`config.mk`:
```
export PLATFORM = sky130hd
export DESIGN_NAME = bus_arbiter
export DESIGN_NICKNAME = d
export VERILOG_FILES = /design/src/rtl/bus_pkg.sv /design/src/rtl/bus_region_decode.sv /design/src/rtl/bus_arbiter.sv
export SDC_FILE = /design/constraint.sdc
export NUM_CORES = 1
export LEC_CHECK = 0
export ABC_AREA = 1
export CAP_MARGIN = 15
export CORE_ASPECT_RATIO = 1.5
export CORE_MARGIN = 2
export CORE_UTILIZATION = 43
export CTS_CLUSTER_SIZE = 40
export DETAILED_ROUTE_END_ITERATION = 12
export HOLD_SLACK_MARGIN = 0.08
export PLACE_DENSITY = 0.81
export SYNTH_ARGS = -nofsm -noshare
export SYNTH_HDL_FRONTEND = slang
export SYNTH_SLANG_ARGS = --single-unit
```
`constraint.sdc`:
```
create_clock -name i_clk -period 2.06 [get_ports i_clk]
set_clock_uncertainty 0.05 [all_clocks]
set_input_delay 0.206 -clock i_clk [delete_from_list [all_inputs] [get_ports i_clk]]
set_output_delay 0.206 -clock i_clk [all_outputs]
set_load 0.01 [all_outputs]
```
`src/rtl/bus_pkg.sv`:
```
// Shared constants for the bus arbiter: chip-enable indices, FSM state type
// and the acp open-bus read mask.
package bus_pkg;

    localparam int NUM_CE    = 6;
    localparam int CE_GPPRAM = 0;
    localparam int CE_PPU    = 1;
    localparam int CE_ACP    = 2;
    localparam int CE_IO     = 3;
    localparam int CE_SDRAM  = 4;
    localparam int CE_CART   = 5;

    typedef enum logic [1:0] {
        ST_IDLE   = 2'd0,
        ST_ACCESS = 2'd1,
        ST_DONE   = 2'd2
    } state_t;

    // Indexed by addr[4:0] inside $4000-$401F; a 1 means a read returns the
    // open-bus latch. Only $4015-$4017 are backed by the acp slave.
    localparam logic [31:0] ACP_OB_MASK = 32'hFF1F_FFFF;

endpackage

```
`src/rtl/bus_region_decode.sv`:
```
// Combinational address decode: one-hot chip enable, wait-state count and
// open-bus select for the acp window.
module bus_region_decode
    import bus_pkg::*;
#(
    parameter int ADDR_W     = 16,
    parameter int SDRAM_WAIT = 2,
    parameter int CART_WAIT  = 1
) (
    input  logic [ADDR_W-1:0] i_addr,
    output logic [NUM_CE-1:0] o_ce,
    output logic [3:0]        o_wait,
    output logic              o_ob_sel
);

    always_comb begin
        o_ce     = '0;
        o_wait   = '0;
        o_ob_sel = 1'b0;
        unique case (i_addr[ADDR_W-1:ADDR_W-3])
            3'd0: o_ce[CE_GPPRAM] = 1'b1;
            3'd1: o_ce[CE_PPU]    = 1'b1;
            3'd2: begin
                // Only the first 32 bytes of $4000-$5FFF belong to the acp.
                if (i_addr[ADDR_W-4:5] == '0) begin
                    o_ce[CE_ACP] = 1'b1;
                    o_ob_sel     = ACP_OB_MASK[i_addr[4:0]];
                end else begin
                    o_ce[CE_IO] = 1'b1;
                end
            end
            3'd3: begin
                o_ce[CE_SDRAM] = 1'b1;
                o_wait         = 4'(SDRAM_WAIT);
            end
            default: begin
                o_ce[CE_CART] = 1'b1;
                o_wait        = 4'(CART_WAIT);
            end
        endcase
    end

endmodule

```
`src/rtl/bus_arbiter.sv`:
```
// Two-master (CPU, DMA) bus arbiter with region decode, wait states and an
// open-bus latch. DMA wins when both request in the same IDLE cycle.
//
// state     | meaning
// ST_IDLE   | sample requests, latch winner, load wait counter
// ST_ACCESS | chip enable asserted, count down wait states
// ST_DONE   | one-cycle ready pulse to the owning master
module bus_arbiter
    import bus_pkg::*;
#(
    parameter int              ADDR_W       = 16,
    parameter int              DATA_W       = 8,
    parameter int              SDRAM_WAIT   = 2,
    parameter int              CART_WAIT    = 1,
    parameter logic [DATA_W-1:0] OPEN_BUS_RST = 8'hFF
) (
    input  logic                     i_clk,
    input  logic                     i_rst_n,
    input  logic                     i_cpu_req,
    input  logic                     i_cpu_rnw,
    input  logic [ADDR_W-1:0]        i_cpu_addr,
    input  logic [DATA_W-1:0]        i_cpu_wdata,
    output logic                     o_cpu_ready,
    output logic [DATA_W-1:0]        o_cpu_rdata,
    input  logic                     i_dma_req,
    input  logic                     i_dma_rnw,
    input  logic [ADDR_W-1:0]        i_dma_addr,
    input  logic [DATA_W-1:0]        i_dma_wdata,
    output logic                     o_dma_ready,
    output logic [DATA_W-1:0]        o_dma_rdata,
    output logic                     o_dma_grant,
    output logic [NUM_CE-1:0]        o_ce,
    output logic [ADDR_W-1:0]        o_addr,
    output logic                     o_rnw,
    output logic [DATA_W-1:0]        o_wdata,
    input  logic [NUM_CE*DATA_W-1:0] i_slave_rdata
);

    state_t              r_state;
    state_t              w_state_nxt;
    logic [3:0]          r_cnt;
    logic                r_owner_dma;
    logic [DATA_W-1:0]   r_open_bus;

    logic                w_any_req;
    logic [ADDR_W-1:0]   w_dec_addr;
    logic [NUM_CE-1:0]   w_ce;
    logic [3:0]          w_wait;
    logic                w_ob_sel;
    logic [DATA_W-1:0]   w_slice;
    logic [DATA_W-1:0]   w_cap;

    assign w_any_req = i_cpu_req | i_dma_req;

    // The single decoder sees the incoming winner in IDLE (to load the
    // counter) and the latched address for the rest of the transaction.
    assign w_dec_addr = (r_state == ST_IDLE) ? (i_dma_req ? i_dma_addr : i_cpu_addr)
                                             : o_addr;

    bus_region_decode #(
        .ADDR_W     (ADDR_W),
        .SDRAM_WAIT (SDRAM_WAIT),
        .CART_WAIT  (CART_WAIT)
    ) u_decode (
        .i_addr   (w_dec_addr),
        .o_ce     (w_ce),
        .o_wait   (w_wait),
        .o_ob_sel (w_ob_sel)
    );

    always_comb begin
        w_slice = '0;
        for (int k = 0; k < NUM_CE; k++) begin
            if (w_ce[k]) w_slice |= i_slave_rdata[k*DATA_W +: DATA_W];
        end
    end

    assign w_cap = w_ob_sel ? r_open_bus : w_slice;

    always_comb begin
        w_state_nxt = r_state;
        unique case (r_state)
            ST_IDLE:   if (w_any_req) w_state_nxt = ST_ACCESS;
            ST_ACCESS: if (r_cnt == 4'd0) w_state_nxt = ST_DONE;
            ST_DONE:   w_state_nxt = ST_IDLE;
            default:   w_state_nxt = ST_IDLE;
        endcase
    end

    always_ff @(posedge i_clk or negedge i_rst_n) begin
        if (!i_rst_n) r_state <= ST_IDLE;
        else          r_state <= w_state_nxt;
    end

    always_ff @(posedge i_clk or negedge i_rst_n) begin
        if (!i_rst_n) begin
            r_cnt       <= '0;
            r_owner_dma <= 1'b0;
            r_open_bus  <= OPEN_BUS_RST;
            o_addr      <= '0;
            o_rnw       <= 1'b1;
            o_wdata     <= '0;
            o_cpu_rdata <= '0;
            o_dma_rdata <= '0;
        end else begin
            unique case (r_state)
                ST_IDLE: begin
                    if (w_any_req) begin
                        r_owner_dma <= i_dma_req;
                        o_addr      <= i_dma_req ? i_dma_addr  : i_cpu_addr;
                        o_rnw       <= i_dma_req ? i_dma_rnw   : i_cpu_rnw;
                        o_wdata     <= i_dma_req ? i_dma_wdata : i_cpu_wdata;
                        r_cnt       <= w_wait;
                    end
                end
                ST_ACCESS: begin
                    if (r_cnt != 4'd0) begin
                        r_cnt <= r_cnt - 4'd1;
                    end else if (o_rnw) begin
                        r_open_bus <= w_cap;
                        if (r_owner_dma) o_dma_rdata <= w_cap;
                        else             o_cpu_rdata <= w_cap;
                    end else begin
                        r_open_bus <= o_wdata;
                    end
                end
                default: ;
            endcase
        end
    end

    assign o_ce        = (r_state == ST_ACCESS) ? w_ce : '0;
    assign o_cpu_ready = (r_state == ST_DONE) && !r_owner_dma;
    assign o_dma_ready = (r_state == ST_DONE) &&  r_owner_dma;
    assign o_dma_grant = (r_state != ST_IDLE) &&  r_owner_dma;

endmodule

```
* Word-level counts from Yosys, hierarchy flattened
Memory sizes are Yosys's and may differ from the RTL's.
Index checks and enable logic that the tools add are counted.
** Operators by class
- Add/sub/neg operators :: 1
- Order comparisons :: 1
- Equal/unequal tests :: 8
- Muxes and demuxes :: 30
- Bitwise logic cells :: 8
- Reduce and logical (&&, ||, !) cells :: 19
** Operators with widths (count)
- 8-bit 2-to-1 mux :: 9
- 8-bit OR :: 5
- 16-bit 2-to-1 mux :: 2
- 1-bit 2-to-1 mux :: 10
- 8-bit logical NOT :: 1
- 4-bit 2-to-1 mux :: 2
- 2-bit case mux with 2 select lines :: 2
- 4-bit case mux with 2 select lines :: 1
- 4-bit AND reduction :: 2
- 3-bit by 2-bit == test with 1-bit output, second input constant :: 2
- 5-bit by 6-bit less-than comparator with 1-bit output, second input constant :: 1
- 2-bit 2-to-1 mux :: 3
- 6-bit 2-to-1 mux :: 1
- 2-bit != test, second input constant :: 3
- 2-bit AND reduction :: 3
- 4-bit logical NOT :: 1
- 2-bit nonzero test :: 2
- 4-bit nonzero test :: 1
- 4-bit OR reduction :: 1
- 4-bit by 1-bit subtractor with 4-bit output, second input constant :: 1
- 3-bit by 1-bit == test with 1-bit output, second input constant :: 1
- 1-bit logical AND :: 3
- 3-bit logical NOT :: 1
- 3-bit AND reduction :: 1
- 7 further kinds :: 8
** Word-level totals
- Register bits :: 56
- ROM bits :: 32
- Input port bits :: 102
- Logic and storage cells :: 77
- Memories kept :: 1
** Memory list
- (no name shown) :: words 32, bits a word 1, rd ports 1, clocked after memory_dff 0, write ports 0, line bus_region_decode.sv:27 : o_ob_sel = ACP_OB_MASK[i_addr[4:0]];

* Logic depth before layout (Yosys ltp)
- Depth after elaboration :: 17
- Gate-level depth with buffers :: 16
- Gate-level depth less buffers :: 13

* Modules after synthesis
A second synthesis with hierarchy kept.
** Unflattened totals
- Cells, all modules :: 535
- Area, all modules :: 3512.1 µm²
** Modules (own cells, without submodules)
- bus_arbiter :: instances 1, cells an instance 508, area an instance 3383.2 µm²
- bus_region_decode :: instances 1, cells an instance 27, area an instance 128.9 µm²

* Worst setup path after synthesis
Ideal clock, no wire load.
- Path type :: flip-flop to output port
- From :: reg r_state[1]
- To :: out o_ce[3]
- Arrival :: 1.604 ns
- Path slack :: 0.200 ns
- Cell stages (with the launch flop) :: 8
- Path buffers :: 2
- Cell sequence :: dfrtp_1 -> nor2_8 -> inv_4 -> nand2_1 -> nand2_2 -> buf_6 -> buf_6 -> nor4_1
** On the way
- Word-level cells in the longest chain between the ends :: 6
** Ends and longest elaborated chain
- start, declared :: line bus_arbiter.sv:39 : state_t r_state;
- start signal, assigned :: line bus_arbiter.sv:92 : else r_state <= w_state_nxt;
- 2-bit logical NOT :: line bus_arbiter.sv:57 : assign w_dec_addr = (r_state == ST_IDLE) ? (i_dma_req ? i_dma_addr : i_cpu_addr)
- 16-bit 2-to-1 mux :: line bus_arbiter.sv:57
- 8-bit logical NOT :: line bus_region_decode.sv:25 : if (i_addr[ADDR_W-4:5] == '0) begin
- 1-bit 2-to-1 mux :: line bus_region_decode.sv:25
- 2-bit 2-to-1 mux :: line bus_region_decode.sv:20 : unique case (i_addr[ADDR_W-1:ADDR_W-3])
- 6-bit 2-to-1 mux * :: line bus_arbiter.sv:132 : assign o_ce = (r_state == ST_ACCESS) ? w_ce : '0;
- end, declared :: line bus_arbiter.sv:32 : output logic [NUM_CE-1:0] o_ce,
Mark *: on every way between the ends. The rest lies on a longest branch, timed or not.

* Worst setup path in the final report
- From :: reg r_state[1]
- To :: out o_ce[2]
Same word-level chain as after synthesis.

==> results.cfg <==
[global_route]
use_met3 = 0.0369
antenna_found_initial = 0
grt_use_met1 = 0.290
grtUsageMet2 = 0.490
gr-total-overflow = 0
busiest_layer = met2
grt_pass1_wl_mm = 18.7
grt_usage = 0.260
grt_max_degree = 57
first_global_vias = 4050

[sta]
timing.setup.tns_ns = -0.145
min_period_ns = 2.11
post-route-period-util = 1.02
slew_violations = 0
hold_viol = 0
rsz0062_at_grt = yes
worst_pin_slew_ns = 0.699
final-setup-viol-count = 6
fmax_mhz = 474
fin_ws_ns = -0.0483
relSlewSlack = 0.534

[drt]
vias_per_cell = 5.26
routed_wl_mm = 11.8
drt_iter0_markers = 310
drcViolationCount = 0
postRouteAntennaNets = 0
avgRoutedWirePerCell_um = 15.0
dr_total_vias = 4138
dr.pass1.iters = 5

[layout]
drive_gt1_frac = 0.182
final_common_cell = nand2_1
diodes = 0
final_area_um2 = 5760
area_growth_pct = 64.0
finish.utilization = 0.724
nNetsFinal = 784
final_cell_mix = 169 x nand2_1, 142 x clkdlybuf4s50_1, 61 x nor2_1

[yosys]
synth.cell_area_um2 = 3520
synth_nets = 599
netlist_instances = 495
synth_area_leader_cell = dfrtp_1
yosysSeqAreaShare = 0.402
synth_area_leaders = dfrtp_1 33%, nand2_1 20%, dfstp_2 6.7%
yosys_warnings = 0
avgSynthCellArea_um2 = 7.10
yosysUniqueCellTypes = 33
ys_ff_latch = 56
synth_top_area_share = 0.335

[floorplanning]
die_h_um = 115
rows = 40
core_area_um2 = 7960
die-area_um2 = 8930
ios = 152
start_util = 0.442
fp.dieW_um = 77.8

[worst_setup_path]
critPathMaxStageDelay_ns = 0.46
critPathKind = flop to primary output
worstPathMaxFanout = 6
required_ns = 1.80
worstSetupStartpointType = flop
cp_top_family = simple AND/OR/NAND/NOR gates
end_kind = primary output
critical_path_arrival_ns = 1.85
cp_cell_sequence = nor2_8, buf_6, nand3_4, nand2_4, nand2_4, buf_12, nor2_8, nand2_2, nor2_1, buf_2
timing.critical_path.buf_inv = 3
worst_path_max_delay_cell = dfrtp_2

[clocking]
cts_sinks = 56
cts_inserted_buffers = 5
root_buffer = clkbuf_16
clk_pin_slew_ns = 0.07
cts_tree = done
clockBufferDepth = 2
insertion_delay_ns = 0.29
cts-htree-levels = 2

[job]
cap_violations = 0

[placed_design]
hpwl_mm = 8.69
dpl-instance-area_um2 = 5370
portBuffers = 151
routabilityCongestion = 0.841

[pwr]
p_leak_nw = 2.70
p_per_area_nw_per_um2 = 1450
peakVddDrop_uv = 749
total_power_mw = 8.36

[hold_path]
holdCritPathClass = primary input to flop

[status]
status = finished with violations
violations = setup timing
==> path summary, 6_finish.rpt <==
| path | startpoint | end | slack, ns | cells past startpoint |
|---|---|---|---|---|
| max | r_state[1] | o_ce[2] | -0.05 | 10 |
| min | i_dma_rnw | o_rnw | 0.41 | 3 |
| max reg2reg | r_state[1] | r_open_bus[1] | -0.04 | 15 |
| min reg2reg | r_open_bus[4] | r_open_bus[4] | 0.43 | 2 |
| max in group asynchronous | i_rst_n | r_state[1] | 0.93 | 3 |
| min in group asynchronous | i_rst_n | o_addr[15] | 0.51 | 3 |
==> metal layers <==
metal  share of wire  routed length [um]
met5               0                   0
met2            0.54                6320
met1            0.37                4410
met4           0.032                 379
met3           0.055                 652
==> Yosys cell counts (all sizes together) <==
master / instances
nand2: 190
nor2: 68
dfrtp: 47
nand3: 34
inv: 33
nand4: 33
a31oi: 25
buf: 17
o21ai: 17
dfstp: 9
nor3: 6
clkbuf: 5
a21oi: 4
nor4: 3
ha: 2
and3: 1
clkinv: 1
==> logic make-up after synthesis <==
family                   Yosys count  synth area share
AO/OA/AOI/OAI                     46            0.0765
buffers and inverters             56            0.0815
flip-flops                        56             0.402
AND/OR/NAND/NOR                  335             0.433
adder cells (fa/ha/maj)            2           0.00712
==> sequential cells by signal, summed over array words and instances, names as in the netlist <==
register     flops
o_wdata          8
o_rnw            1
o_cpu_rdata      8
o_addr          16
r_cnt            4
o_dma_rdata      8
r_state          2
r_open_bus       8
r_owner_dma      1
==> worst register-to-register path: stages, from the launching register on <==
cell     delay [ns]
dfrtp_2        0.46
nor2_8         0.18
inv_4          0.06
buf_6          0.12
nand2_4        0.05
nand2_4        0.07
buf_6          0.14
buf_6          0.13
nand4_1        0.09
nand2_1        0.09
nor2_1         0.12
nand3_1        0.11
nand2_2        0.12
nand3_2        0.07
nand2_1        0.10
nand2_1        0.07
==> final cells by class <==
| cell class | instances | area [um2] |
|---|---|---|
| timing repair buffer | 199 | 1970 |
| sequential | 56 | 1420 |
| inverter | 34 | 144 |
| tap | 105 | 131 |
| fill | 612 | 2190 |
| clock inverter | 3 | 27.5 |
| multi-input combinational | 384 | 1950 |
| clock buffer | 5 | 125 |
==> through the flow <==
stage               instances  hold WS (ns)  setup slack [ns]
finish                    786         0.413           -0.0483
global route              786         0.426            -0.113
CTS                       784         0.415           -0.0120
detailed placement        769         0.329            -0.433
global placement          769         0.330            -0.387
floorplan                 495        -0.140             0.200
==> repair_timing <==
| action | in CTS | in global routing |
|---|---|---|
| resized for setup | 44 | 30 |
| endpoints found under the setup margin | 31 | 29 |
| setup buffers | 3 | 1 |
| gates cloned | 3 | 1 |
| pin swaps | 12 | 22 |
| endpoints found under the hold margin | 47 | 0 |
| hold buffers | 1 | 0 |
==> power by group <==
| part | switching, mW | leakage [nW] | internal [mW] |
|---|---|---|---|
| Combinational | 2.79 | 1.99 | 2.49 |
| Sequential | 0.478 | 0.633 | 1.72 |
| Clock | 0.415 | 0.0719 | 0.462 |
No activity file was read; power rests on OpenSTA's default activity.
